**src/rtl/nonblocking_swap_pipe.sv**
```systemverilog
// Two-lane DEPTH-stage register pipeline with an entry lane transform, stall, flush and
// occupancy count. Every output comes straight from a register.
module nonblocking_swap_pipe #(
  parameter int unsigned WIDTH = 8,
  parameter int unsigned DEPTH = 4,
  localparam int unsigned CW = $clog2(DEPTH + 1)
) (
  input  logic             clk,
  input  logic             rst,
  input  logic             en_i,
  input  logic             flush_i,
  input  logic             valid_i,
  input  logic [1:0]       mode_i,
  input  logic [WIDTH-1:0] a_i,
  input  logic [WIDTH-1:0] b_i,
  output logic             valid_o,
  output logic [WIDTH-1:0] a_o,
  output logic [WIDTH-1:0] b_o,
  output logic [CW-1:0]    count_o
);

  localparam logic [1:0] ModePass = 2'b00;
  localparam logic [1:0] ModeSwap = 2'b01;
  localparam logic [1:0] ModeDupA = 2'b10;
  localparam logic [1:0] ModeXor  = 2'b11;

  logic             r_v [DEPTH];
  logic [WIDTH-1:0] r_a [DEPTH];
  logic [WIDTH-1:0] r_b [DEPTH];
  logic [CW-1:0]    r_count;

  logic [WIDTH-1:0] w_a_in;
  logic [WIDTH-1:0] w_b_in;

  // Bubbles always carry zero data.
  always_comb begin
    w_a_in = '0;
    w_b_in = '0;
    if (valid_i) begin
      unique case (mode_i)
        ModePass: begin w_a_in = a_i;       w_b_in = b_i; end
        ModeSwap: begin w_a_in = b_i;       w_b_in = a_i; end
        ModeDupA: begin w_a_in = a_i;       w_b_in = a_i; end
        ModeXor:  begin w_a_in = a_i ^ b_i; w_b_in = b_i; end
      endcase
    end
  end

  always_ff @(posedge clk) begin
    if (rst || flush_i) begin
      for (int k = 0; k < int'(DEPTH); k++) begin
        r_v[k] <= 1'b0;
        r_a[k] <= '0;
        r_b[k] <= '0;
      end
      r_count <= '0;
    end else if (en_i) begin
      r_v[0] <= valid_i;
      r_a[0] <= w_a_in;
      r_b[0] <= w_b_in;
      for (int k = 1; k < int'(DEPTH); k++) begin
        r_v[k] <= r_v[k-1];
        r_a[k] <= r_a[k-1];
        r_b[k] <= r_b[k-1];
      end
      // Enter and leave in the same edge leave the count unchanged.
      r_count <= r_count + CW'(valid_i) - CW'(r_v[DEPTH-1]);
    end
  end

  assign valid_o = r_v[DEPTH-1];
  assign a_o     = r_a[DEPTH-1];
  assign b_o     = r_b[DEPTH-1];
  assign count_o = r_count;

endmodule

```
**config.mk**
```make
export PLATFORM = sky130hd
export DESIGN_NAME = nonblocking_swap_pipe
export DESIGN_NICKNAME = d
export VERILOG_FILES = /design/src/rtl/nonblocking_swap_pipe.sv
export SDC_FILE = /design/constraint.sdc
export NUM_CORES = 1
export LEC_CHECK = 0
export ABC_AREA = 1
export BUFFER_PORTS_ARGS = -buffer_cell sky130_fd_sc_hd__buf_4
export CAP_MARGIN = 20
export CORE_UTILIZATION = 57
export DETAILED_ROUTE_END_ITERATION = 6
export PLACE_DENSITY = 0.8
export SYNTH_ARGS = -nofsm -noshare
export SYNTH_HDL_FRONTEND = slang
export SYNTH_SLANG_ARGS = --single-unit
```
**constraint.sdc**
```tcl
create_clock -name clk -period 2.8 [get_ports clk]
set_clock_uncertainty 0.1 [all_clocks]
set_input_delay 0.42 -clock clk [delete_from_list [all_inputs] [get_ports clk]]
set_output_delay 0.42 -clock clk [all_outputs]
set_load 0.005 [all_outputs]
```
Yosys cells after proc, flatten, opt, wreduce, memory -nomap -nowiden
Memories as Yosys holds them, arrays and structs flattened.
Cells that the tools add are included.
- memory bits (writable): 68
- logic and storage cells: 48
- flip-flop bits (word level): 3
- memories kept: 3
- multiplexer cells: 21
- eq/ne operators: 3
- reductions and logical operators: 5
- bitwise gates (word level): 13
- $add $sub $neg: 2
- memory list (name ; depth ; bits a word ; read ports ; clocked after memory_dff ; wr ports ; line ; text):
    r_a ; 4 ; 8 ; 4 ; 0 ; 4 ; 28 ; logic [WIDTH-1:0] r_a [DEPTH];
    r_b ; 4 ; 8 ; 4 ; 0 ; 4 ; 29 ; logic [WIDTH-1:0] r_b [DEPTH];
    r_v ; 4 ; 1 ; 4 ; 0 ; 4 ; 27 ; logic r_v [DEPTH];
- operators by type and width (kind ; number):
    8-bit 2-to-1 mux ; 10
    8-bit one-hot mux with 3 select lines ; 1
    8-bit one-hot mux with 2 select lines ; 1
    1-bit bitwise OR ; 12
    1-bit 2-to-1 mux ; 9
    8-bit bitwise XOR ; 1
    2-bit OR reduction ; 3
    2-bit == test (second input constant) ; 2
    3-bit by 1-bit adder with 3-bit output ; 1
    3-bit by 1-bit subtractor with 3-bit output ; 1
    2-bit by 1-bit == test with 1-bit output (second input constant) ; 1
    2-bit logical NOT ; 1
    1-bit logical OR ; 1

Logic depth before layout (Yosys ltp)
Gate-level depths: netlist of the first run.
- word-level depth: 5
- mapped depth: 12
- mapped depth without buffers: 12

Worst setup path before layout of the first run
No wires, ideal clock.
- path kind: input to register
- start: input port flush_i
- end: memory r_a[0][0], enable pin
- path buffers: 0
- data arrival time: 1740 ps
- required time: 1976 ps
- setup slack: 236 ps
- stages: 2
- cells stage by stage: nor2_4 nand2_1
- RTL lines (item ; line ; text):
    start, declared ; 11 ; input logic flush_i,
    end, declared ; 28 ;

==> summary.txt, run 1 <==
Floorplan
  – Placement Rows: 26
  – I/O pin total: 43
  – Die area: slightly below 6000 µm²
  – Core area: around 5300 µm²
  – Die height: ~77 µm
  – Initial core utilization: 0.6073
  – Die span in x: about 77 µm

Power and ir drop
  – LEAKAGE: ~1.6 nW
  – Total Power: roughly 2.2 mW
  – Worst ir drop on vdd: slightly below 0.3 mV
  – Power per Cell Area: 595.0 nW/µm²

Critical path
  – R2R Setup Slk: 0.95 ns
  – Critical Path, Cell by Cell: ha_1 > inv_1 > ha_1 > inv_1 > fa_1 > inv_1 > nand2_1 > nand3_1 > nand2_1 > nand2_1 > nor2_1
  – CP Class: flip-flop to flip-flop
  – R2R cell count: 11
  – Levels on crit path: 11
  – Top Family by Delay on Critical Path: adder cells
  – Worst Setup End Kind: flip-flop
  – Start of the worst register-to-register path: r_v[3]
  – Critical Path Start Type: flip-flop
  – FF-to-FF End: count_o[2]
  – CP arrival: 1.99 ns
  – CP max stage cell: edfxtp_1
  – Max incr delay on CP: 0.39 ns
  – Maximum net fanout on the critical path: 2
  – Critical path data required time: 2.93 ns
  – Worst path buffer plus inverter count: 3

Logic synthesis
  – Post-synthesis mux area share: 0
  – Ranking of synthesized cells by area: edfxtp_1 64%, inv_1 8.1%, nor2_1 6.9%
  – Ys Warns: 0
  – Synth Net Count: 325
  – Mapped Avg Cell Area: 10.85 µm²
  – Post-synth design cell area: about 3200 µm²
  – Post-Synth XOR/XNOR Area: 0
  – Post-synthesis simple-gate area fraction: 0.1540
  – FF+latch count, synth: between 70 and 80
  – Register area share after synthesis: 0.6568
  – Largest family of logic cells by synthesized area: simple AND/OR/NAND/NOR gates
  – Adder-Cell Fraction of Synth Area: 0.02971
  – Complex-gate fraction of the synthesized area: 0.05199
  – Synthesized instance count: about 300
  – Synth cell types: 25
  – Post-synth top area share: 0.6380
  – Largest area contributor in the netlist: edfxtp_1

Cells and area
  – Most frequent cells in the layout: 69 x inv_1, 68 x edfxtp_1, 59 x nor2_1, 42 x buf_4, 30 x nand2_1
  – Antenna cells: 0
  – Commonest non-fill, non-tap cell in the layout: inv_1
  – Area grow syn2layout: 17.24%
  – Layout cells sized above 1: 0.2428
  – NumNets Final: roughly 370
  – Design area: 3752 µm²

Placement
  – Port Buf Inserts: 42
  – HPWL Detailed: between 3 and 4 mm
  – Gpl congestion: 0.9106
  – Pre-CTS setup slack: between 0.9 and 1 ns
  – Placed inst area: roughly 3500 µm²

STA
  – RSZ-0062 raised after global routing: false
  – Final hold slack: 0.2582 ns
  – Slew headroom: 0.6149
  – Post-route setup TNS: 0 ns
  – Final worst-path cycle share: 0.6612
  – FMAX: between 500 and 600 MHz
  – Final setup fails: 0
  – Final Max Slew Viols: 0
  – Min cycle time layout: ~1.9 ns
  – Measured slew at the worst slew-check pin: 0.5771 ns
  – Final worst slack: roughly 0.95 ns
  – Final hold vios: 0

GRT
  – GRT overflow: 0
  – Vias in the first global route: 1,867
  – Total GRT Usage: 0.1838
  – Pin count of the biggest net entering global routing: between 50 and 60
  – First-pass GRT wire length: ~8 mm
  – Antenna violations before repair: 0

Clocking
  – CTS clk-pin slew, worst paths: ~0.070 ns
  – Post-CTS Resized: 0
  – Root Buffer: clkbuf_8
  – H-tree Lvls: 3
  – CTS tree: done
  – CTS Hold Bufs: 0
  – Clock sinks: between 70 and 80
  – Clk buf depth: 2
  – CTS buffer count: 9
  – Postcts setup bufs: 0
  – Worst-Skew Late Latency: 0.33 ns

Routing
  – DR iter-0 viols: a little under 200
  – DR WL/cell: ~12 µm
  – DR vias/cell: around 5
  – # DRC: 0
  – DRT Pass-1 Iters: 4
  – Post-DRT Antenna Nets: 0
  – Via Count: 2,033
  – WL final: around 4.9 mm

Worst hold path
  – Min-Delay Path Depth: 4
  – Hold Crit Class: primary input to flip-flop
  – Hold Path Origin: rst
  – Worst Hold Path EP: count_o[2]

Run
  – Max Cap Viol: 0

Outcome
  – Status: finished clean
[state kept, by name, indices dropped and copies added, names as in the netlist]
name and cells:
r_a 32, r_v 4, count_o 3, r_b 32
[power by group]
part	switching (mW)	internal, mW	total (mW)
Sequential	0.0130	1.20	1.22
Clock	0.351	0.490	0.841
Combinational	0.105	0.0678	0.173
[metal layers]
| metal | track usage | vias to the layer above | routed length [µm] |
|---|---|---|---|
| li1 | - | 1010 | - |
| met1 | 0.2265 | 921 | 2091 |
| met2 | 0.3000 | 85 | 2398 |
| met3 | 0.02738 | 17 | 275 |
| met4 | 0.1250 | 0 | 145 |
| met5 | 0 | - | 0 |
[worst max-delay path by stage]
stage	start	endpoint	slack (ns)
global route	r_v[3]	count_o[2]	0.81
detailed placement	r_v[3]	count_o[2]	0.93
finish	r_v[3]	count_o[2]	0.95
global placement	flush_i	r_b[1][7]	0.98
CTS	r_v[3]	count_o[2]	0.94
floorplan	flush_i	r_a[0][0]	0.24
[worst min-delay path, delay by kind of cell]
family	cells	cell delay [ns]
AND/OR/NAND/NOR	3	0.14
buffers and inverters	1	0.09
[cell type report]
| class | instances | area [µm²] |
|---|---|---|
| clock buffers | 10 | 127.6 |
| clock inverters | 6 | 75.07 |
| fillers | 393 | 1518 |
| inverters | 71 | 267.8 |
| multi-input cells | 145 | 757.0 |
| flip-flops and latches | 71 | 2102 |
| well taps | 70 | 87.58 |
| repair buffers | 43 | 335.3 |
[metrics by stage]
stage / cells / util
after detailed placement: 400 / 0.6736
after floorplan: 295 / -
after CTS: 416 / 0.7120
final: 416 / 0.7120
after global placement: 400 / 0.6736
after global routing: 416 / 0.7120
[synth_stat cells (all sizes together)]
cell and number:
a21oi 14, inv 70, o22ai 1, nor2 71, edfxtp 68, buf 7, a21o 1, clkbuf 1
fa 1, nand3 7, o21ai 9, dfxtp 3, nand2 35, clkinv 1, ha 6
[cell families after synthesis]
family	Yosys count
AO/OA/AOI/OAI	25
adder cells (fa/ha/maj)	7
buffers and inverters	79
flip-flops	71
AND/OR/NAND/NOR	113
(Power assumes the default switching activity.)
==> run 2, diff against run 1 <==
==> constraint.sdc (replaced) <==
create_clock -name clk -period 1.9 [get_ports clk]
set_clock_uncertainty 0.1 [all_clocks]
set_input_delay 0.285 -clock clk [delete_from_list [all_inputs] [get_ports clk]]
set_output_delay 0.285 -clock clk [all_outputs]
set_load 0.005 [all_outputs]
==> summary.txt, run 2 (synthesized netlist as in run 1, its figures left out) <==
Run
  – Max Cap Viol: 0 (unchanged)

Power and ir drop
  – Worst ir drop on vdd: 0.5843 mV (was 0.2959 mV)
  – Power per Cell Area: 845.4 nW/µm² (was 595.0 nW/µm²)
  – LEAKAGE: 1.588 nW (was 1.586 nW)

GRT
  – Antenna violations before repair: 0 (unchanged)
  – Vias in the first global route: 1,836 (was 1,867)
  – GRT overflow: 0 (unchanged)
  – First-pass GRT wire length: 8.093 mm (was 8.162 mm)
  – Total GRT Usage: 0.1800 (was 0.1838)
  – Pin count of the biggest net entering global routing: 71 (was 53)

Cells and area
  – Layout cells sized above 1: 0.2586 (was 0.2428)
  – NumNets Final: 373 (was 371)
  – Antenna cells: 0 (unchanged)
  – Biggest regs: r_a: 32 flops, r_b: 32 flops, r_v: 4 flops (unchanged)
  – Finished Core Util: 0.7125 (was 0.7120)
  – Commonest non-fill, non-tap cell in the layout: inv_1 (unchanged)
  – Area grow syn2layout: 17.32% (was 17.24%)
  – Most frequent cells in the layout: 69 x inv_1, 68 x edfxtp_1, 59 x nor2_1, 44 x buf_4, 30 x nand2_1 (was 69 x inv_1, 68 x edfxtp_1, 59 x nor2_1, 42 x buf_4, 30 x nand2_1)
  – Design area: 3755 µm² (was 3752 µm²)

Clocking
  – Postcts setup bufs: 0 (unchanged)
  – Root Buffer: clkbuf_8 (unchanged)
  – CTS clk-pin slew, worst paths: 0.07 ns (about the same)
  – Clk buf depth: 2 (unchanged)
  – CTS buffer count: 9 (unchanged)
  – H-tree Lvls: 3 (unchanged)
  – Worst-Skew Late Latency: 0.34 ns (was 0.33 ns)
  – CTS tree: done (unchanged)
  – Clock sinks: 71 (unchanged)

STA
  – Slew headroom: 0.6206 (was 0.6149)
  – Final worst slack: 0.1163 ns (was 0.9488 ns)
  – RSZ-0062 raised after global routing: false (unchanged)
  – FMAX: 560.6 MHz (was 540.2 MHz)
  – Final worst-path cycle share: 0.9388 (was 0.6612)
  – Final hold vios: 0 (unchanged)
  – Final Max Slew Viols: 0 (unchanged)
  – Post-route setup TNS: 0 ns (unchanged)
  – Final setup fails: 0 (unchanged)
  – Measured slew at the worst slew-check pin: 0.5691 ns (was 0.5771 ns)
  – Min cycle time layout: 1.784 ns (was 1.851 ns)

Floorplan
  – Die span in x: 76.94 µm (unchanged)
  – I/O pin total: 43 (unchanged)
  – Die area: 5919 µm² (unchanged)
  – Initial core utilization: 0.6073 (unchanged)
  – Core area: 5270 µm² (unchanged)
  – Die height: 76.94 µm (unchanged)
  – Placement Rows: 26 (unchanged)

Critical path
  – Critical path data required time: 2.03 ns (was 2.93 ns)
  – Maximum net fanout on the critical path: 2 (unchanged)
  – Critical Path Start Type: flip-flop (unchanged)
  – Worst Setup End Kind: flip-flop (unchanged)
  – CP arrival: 1.92 ns (was 1.99 ns)
  – CP Class: flip-flop to flip-flop (unchanged)

Routing
  – Post-DRT Antenna Nets: 0 (unchanged)
  – Via Count: 1,980 (was 2,033)
  – DR WL/cell: 11.23 µm (was 11.81 µm)
  – # DRC: 0 (unchanged)
  – WL final: 4.695 mm (was 4.911 mm)
  – DR iter-0 viols: 194 (unchanged)
  – DR vias/cell: 4.737 (was 4.887)
  – DRT Pass-1 Iters: 6 (was 4)

Placement
  – HPWL Detailed: 3.050 mm (was 3.329 mm)
  – Gpl congestion: 0.8572 (was 0.9106)
  – Placed inst area: 3565 µm² (was 3550 µm²)
  – Port Buf Inserts: 42 (unchanged)
  – Pre-CTS setup slack: 0.05423 ns (was 0.9303 ns)

Worst hold path
  – Hold Crit Class: primary input to flip-flop (unchanged)

Outcome
  – Status: finished clean (unchanged)
==> run 2: per-stage QoR <==
stage	power, mW	cells	hold WS [ns]
after global routing	3.302	418	0.1310
after detailed placement	2.085	402	0.3878
after CTS	3.188	418	0.1101
final	3.174	418	0.1163
after floorplan	1.979	295	0.3237
after global placement	2.071	402	0.3852
==> run 2: where the power goes <==
group | switching [mW] | internal [mW] | total (mW)
Combinational | 0.155 | 0.103 | 0.257
Clock | 0.529 | 0.594 | 1.12
Sequential | 0.0186 | 1.78 | 1.79
Total | 0.702 | 2.47 | 3.17
==> run 2: metal layers <==
layer	track usage	vias to the layer above	part of all wire
met5	0	-	0
met2	0.2902	75	0.50
met3	0.04167	6	0.063
met4	0.1019	0	0.014
li1	-	1012	-
met1	0.2233	887	0.42
==> run 2: what timing repair did <==
item | in CTS | in global routing
resized for setup | 0 | 1
hold buffers | 0 | 0
endpoints found under the setup margin | 0 | 1
==> run 2: final timing paths <==
check / start / to / slack, ns / cells after the start
max: r_v[3] / count_o[2] / 0.12 / 11
min: rst / count_o[2] / 0.12 / 4
max reg2reg: r_v[3] / count_o[2] / 0.12 / 11
min reg2reg: count_o[0] / count_o[0] / 0.40 / 2
==> run 2: final cells by class <==
cell class                 count  area (µm²)
timing repair buffer          45       350.3
clock inverter                 7       63.81
sequential                    71        2102
inverter                      71       267.8
multi-input combinational    145       759.5
clock buffer                   9       123.9
tap                           70       87.58
fill                         391        1515
==> run 2: worst max-delay path, cell delays in order, from the launching register on <==
cell      delay (ns)
edfxtp_1        0.40
ha_1            0.30
inv_1           0.06
ha_1            0.13
inv_1           0.05
fa_2            0.33
inv_1           0.06
nand2_1         0.05
nand3_1         0.08
nand2_1         0.05
nand2_1         0.05
nor2_1          0.03
==> run 3, diff against run 2 <==
==> constraint.sdc (replaced) <==
create_clock -name clk -period 1.9 [get_ports clk]
set_clock_uncertainty 0.1 [all_clocks]
set_input_delay 0.285 -clock clk [delete_from_list [all_inputs] [get_ports clk]]
set_output_delay 0.285 -clock clk [all_outputs]
set_load 0.05 [all_outputs]
==> summary.txt, run 3 (synthesized netlist as in run 1, its figures left out) <==
Clocking
  – CTS clk-pin slew, worst paths: 0.07 ns (about the same)
  – Clock sinks: 71 (unchanged)
  – CTS tree: done (unchanged)
  – H-tree Lvls: 3 (unchanged)
  – Worst-Skew Late Latency: 0.32 ns (was 0.34 ns)
  – Root Buffer: clkbuf_8 (unchanged)
  – CTS Hold Bufs: 0 (unchanged)
  – CTS buffer count: 9 (unchanged)
  – Clk buf depth: 2 (unchanged)

Power and ir drop
  – Net Sw Frac: 0.2328 (was 0.2212)
  – LEAKAGE: 1.573 nW (was 1.588 nW)
  – Int Power: 2.325 mW (was 2.472 mW)
  – Flop pwr share: 0.592 (was 0.565)
  – Sw power: 0.7055 mW (was 0.7023 mW)
  – Combinational power share: 0.107 (was 0.081)
  – Worst ir drop on vdd: 0.3183 mV (was 0.5843 mV)
  – Clock Power Share: 0.300 (was 0.354)
  – Power per Cell Area: 813.9 nW/µm² (was 845.4 nW/µm²)

Critical path
  – R2R Setup Slk: 0.10 ns (was 0.12 ns)
  – Worst Setup End Kind: flip-flop (unchanged)
  – Critical path data required time: 2.02 ns (was 2.03 ns)
  – Critical Path Start Type: flip-flop (unchanged)
  – Maximum net fanout on the critical path: 2 (unchanged)
  – R2R cell count: 11 (unchanged)
  – CP arrival: 1.92 ns (about the same)
  – FF-to-FF End: count_o[2] (unchanged)
  – Start of the worst register-to-register path: r_v[3] (unchanged)
  – CP Class: flip-flop to flip-flop (unchanged)

GRT
  – GRT overflow: 0 (unchanged)
  – Total GRT Usage: 0.1787 (was 0.1800)
  – First-pass GRT wire length: 8.148 mm (was 8.093 mm)
  – Antenna violations before repair: 0 (unchanged)
  – Pin count of the biggest net entering global routing: 71 (unchanged)
  – Vias in the first global route: 1,967 (was 1,836)

Routing
  – Post-DRT Antenna Nets: 0 (unchanged)
  – DRT Pass-1 Iters: 5 (was 6)
  – DR vias/cell: 4.813 (was 4.737)
  – Via Count: 2,007 (was 1,980)
  – DR iter-0 viols: 131 (was 194)
  – WL final: 4.792 mm (was 4.695 mm)
  – DR WL/cell: 11.49 µm (was 11.23 µm)
  – # DRC: 0 (unchanged)

Cells and area
  – Antenna cells: 0 (unchanged)
  – Design area: 3724 µm² (was 3755 µm²)
  – NumNets Final: 374 (was 373)
  – Finished Core Util: 0.7066 (was 0.7125)
  – Commonest non-fill, non-tap cell in the layout: inv_1 (unchanged)
  – Biggest regs: r_a: 32 flops, r_b: 32 flops, r_v: 4 flops (unchanged)
  – Most frequent cells in the layout: 69 x inv_1, 68 x edfxtp_1, 59 x nor2_1, 45 x buf_4, 30 x nand2_1 (was 69 x inv_1, 68 x edfxtp_1, 59 x nor2_1, 44 x buf_4, 30 x nand2_1)
  – Fin cells: 417 (was 418)
  – Fill cells: 397 (was 391)
  – Area grow syn2layout: 16.34% (was 17.32%)
  – Layout cells sized above 1: 0.2536 (was 0.2586)

Worst hold path
  – Worst Hold Path EP: count_o[2] (unchanged)
  – Hold Crit Class: primary input to flip-flop (unchanged)
  – Hold Path Origin: rst (unchanged)
  – Min-Delay Path Depth: 4 (unchanged)

STA
  – FMAX: 556.3 MHz (was 560.6 MHz)
  – Final hold vios: 0 (unchanged)
  – RSZ-0062 raised after global routing: false (unchanged)
  – Min cycle time layout: 1.798 ns (was 1.784 ns)
  – Slew headroom: 0.6105 (was 0.6206)
  – Final setup fails: 0 (unchanged)
  – Measured slew at the worst slew-check pin: 0.5842 ns (was 0.5691 ns)
  – Final worst-path cycle share: 0.9461 (was 0.9388)
  – Final Max Slew Viols: 0 (unchanged)

Placement
  – # placed instances: 402 (unchanged)
  – HPWL Detailed: 3.225 mm (was 3.050 mm)
  – Port Buf Inserts: 42 (unchanged)
  – Placed inst area: 3568 µm² (was 3565 µm²)
  – Gpl congestion: 0.8326 (was 0.8572)

Floorplan
  – Placement Rows: 26 (unchanged)
  – Die span in x: 76.94 µm (unchanged)
  – Die area: 5919 µm² (unchanged)
  – Core area: 5270 µm² (unchanged)
  – Die height: 76.94 µm (unchanged)
  – I/O pin total: 43 (unchanged)
  – Initial core utilization: 0.6073 (unchanged)

Outcome
  – Status: finished clean (unchanged)

Run
  – Max Cap Viol: 0 (unchanged)
[run 3: cell types whose count changed in the layout (fill, tap and decap cells not counted)]
cell,before,now
buf_4,44,45
bufinv_16,1,0
clkbuf_1,0,1
clkinv_1,2,4
clkinv_2,3,1
clkinv_4,1,0
clkinvlp_4,1,0
dfxtp_1,3,2
dfxtp_2,0,1
nand3_1,6,5
nand3_2,1,2
[run 3: per-layer routing]
layer  GRT usage  wire [µm]  vias up
met1      0.1987       1964      898
met2      0.3116       2451       81
met4      0.1173        117        0
met5           0          0        -
met3     0.03333        259       15
li1            -          -     1013
[run 3: power by group through the flow]
stage	combinational [mW]	clock [mW]	sequential, mW
global route	0.355	0.985	1.80
CTS	0.324	0.927	1.80
global placement	0.309	0	1.83
detailed placement	0.322	0	1.83
finish	0.326	0.910	1.79
floorplan	0.151	0	1.89
[run 3: worst max-delay path by stage]
stage	startpoint	endpoint	cells after the start
2_1_floorplan	r_v[3]	count_o[2]	11
3_3_place_gp	r_v[3]	count_o[2]	11
3_5_place_dp	r_v[3]	count_o[2]	11
4_1_cts	r_v[3]	count_o[2]	10
5_1_grt	r_v[3]	count_o[2]	11
6_report	r_v[3]	count_o[2]	11
[run 3: timing repair]
| action | in CTS | in global routing |
|---|---|---|
| resized for setup | 0 | 1 |
| buffers inserted | 0 | 1 |
| setup endpoints to repair | 0 | 1 |
| endpoints found under the hold margin | 0 | 0 |
[run 3: critical path: stages (launching register included)]
cell and delay, ns:
edfxtp_1 0.40, ha_1 0.28, inv_1 0.05, ha_1 0.14
inv_1 0.05, fa_2 0.34, inv_1 0.06, nand2_1 0.06
nand3_2 0.07, nand2_1 0.05, nand2_1 0.05, nor2_1 0.03
[run 3: layout make-up]
| cell class | count | area (µm²) | share of cell area |
|---|---|---|---|
| Sequential cell | 71 | 2103 | 0.5649 |
| Multi-Input combinational cell | 145 | 764.5 | 0.2053 |
| Timing Repair Buffer | 46 | 357.8 | 0.09610 |
| Inverter | 71 | 267.8 | 0.07191 |
| Clock buffer | 10 | 127.6 | 0.03427 |
| Tap cell | 70 | 87.58 | 0.02352 |
| Clock inverter | 4 | 15.01 | 0.004032 |
[run 3: stage by stage]
step / hold slack (ns) / power (mW) / setup slack, ns / setup TNS [ns]
2_1_floorplan: 0.3236 / 2.042 / -0.09104 / -0.1788
3_3_place_gp: 0.3852 / 2.134 / 0.1971 / 0
3_5_place_dp: 0.3964 / 2.152 / 0.08981 / 0
4_1_cts: 0.1212 / 3.046 / 0.07626 / 0
5_1_grt: 0.1372 / 3.140 / 0.002759 / 0
6_report: 0.1313 / 3.030 / 0.1023 / 0
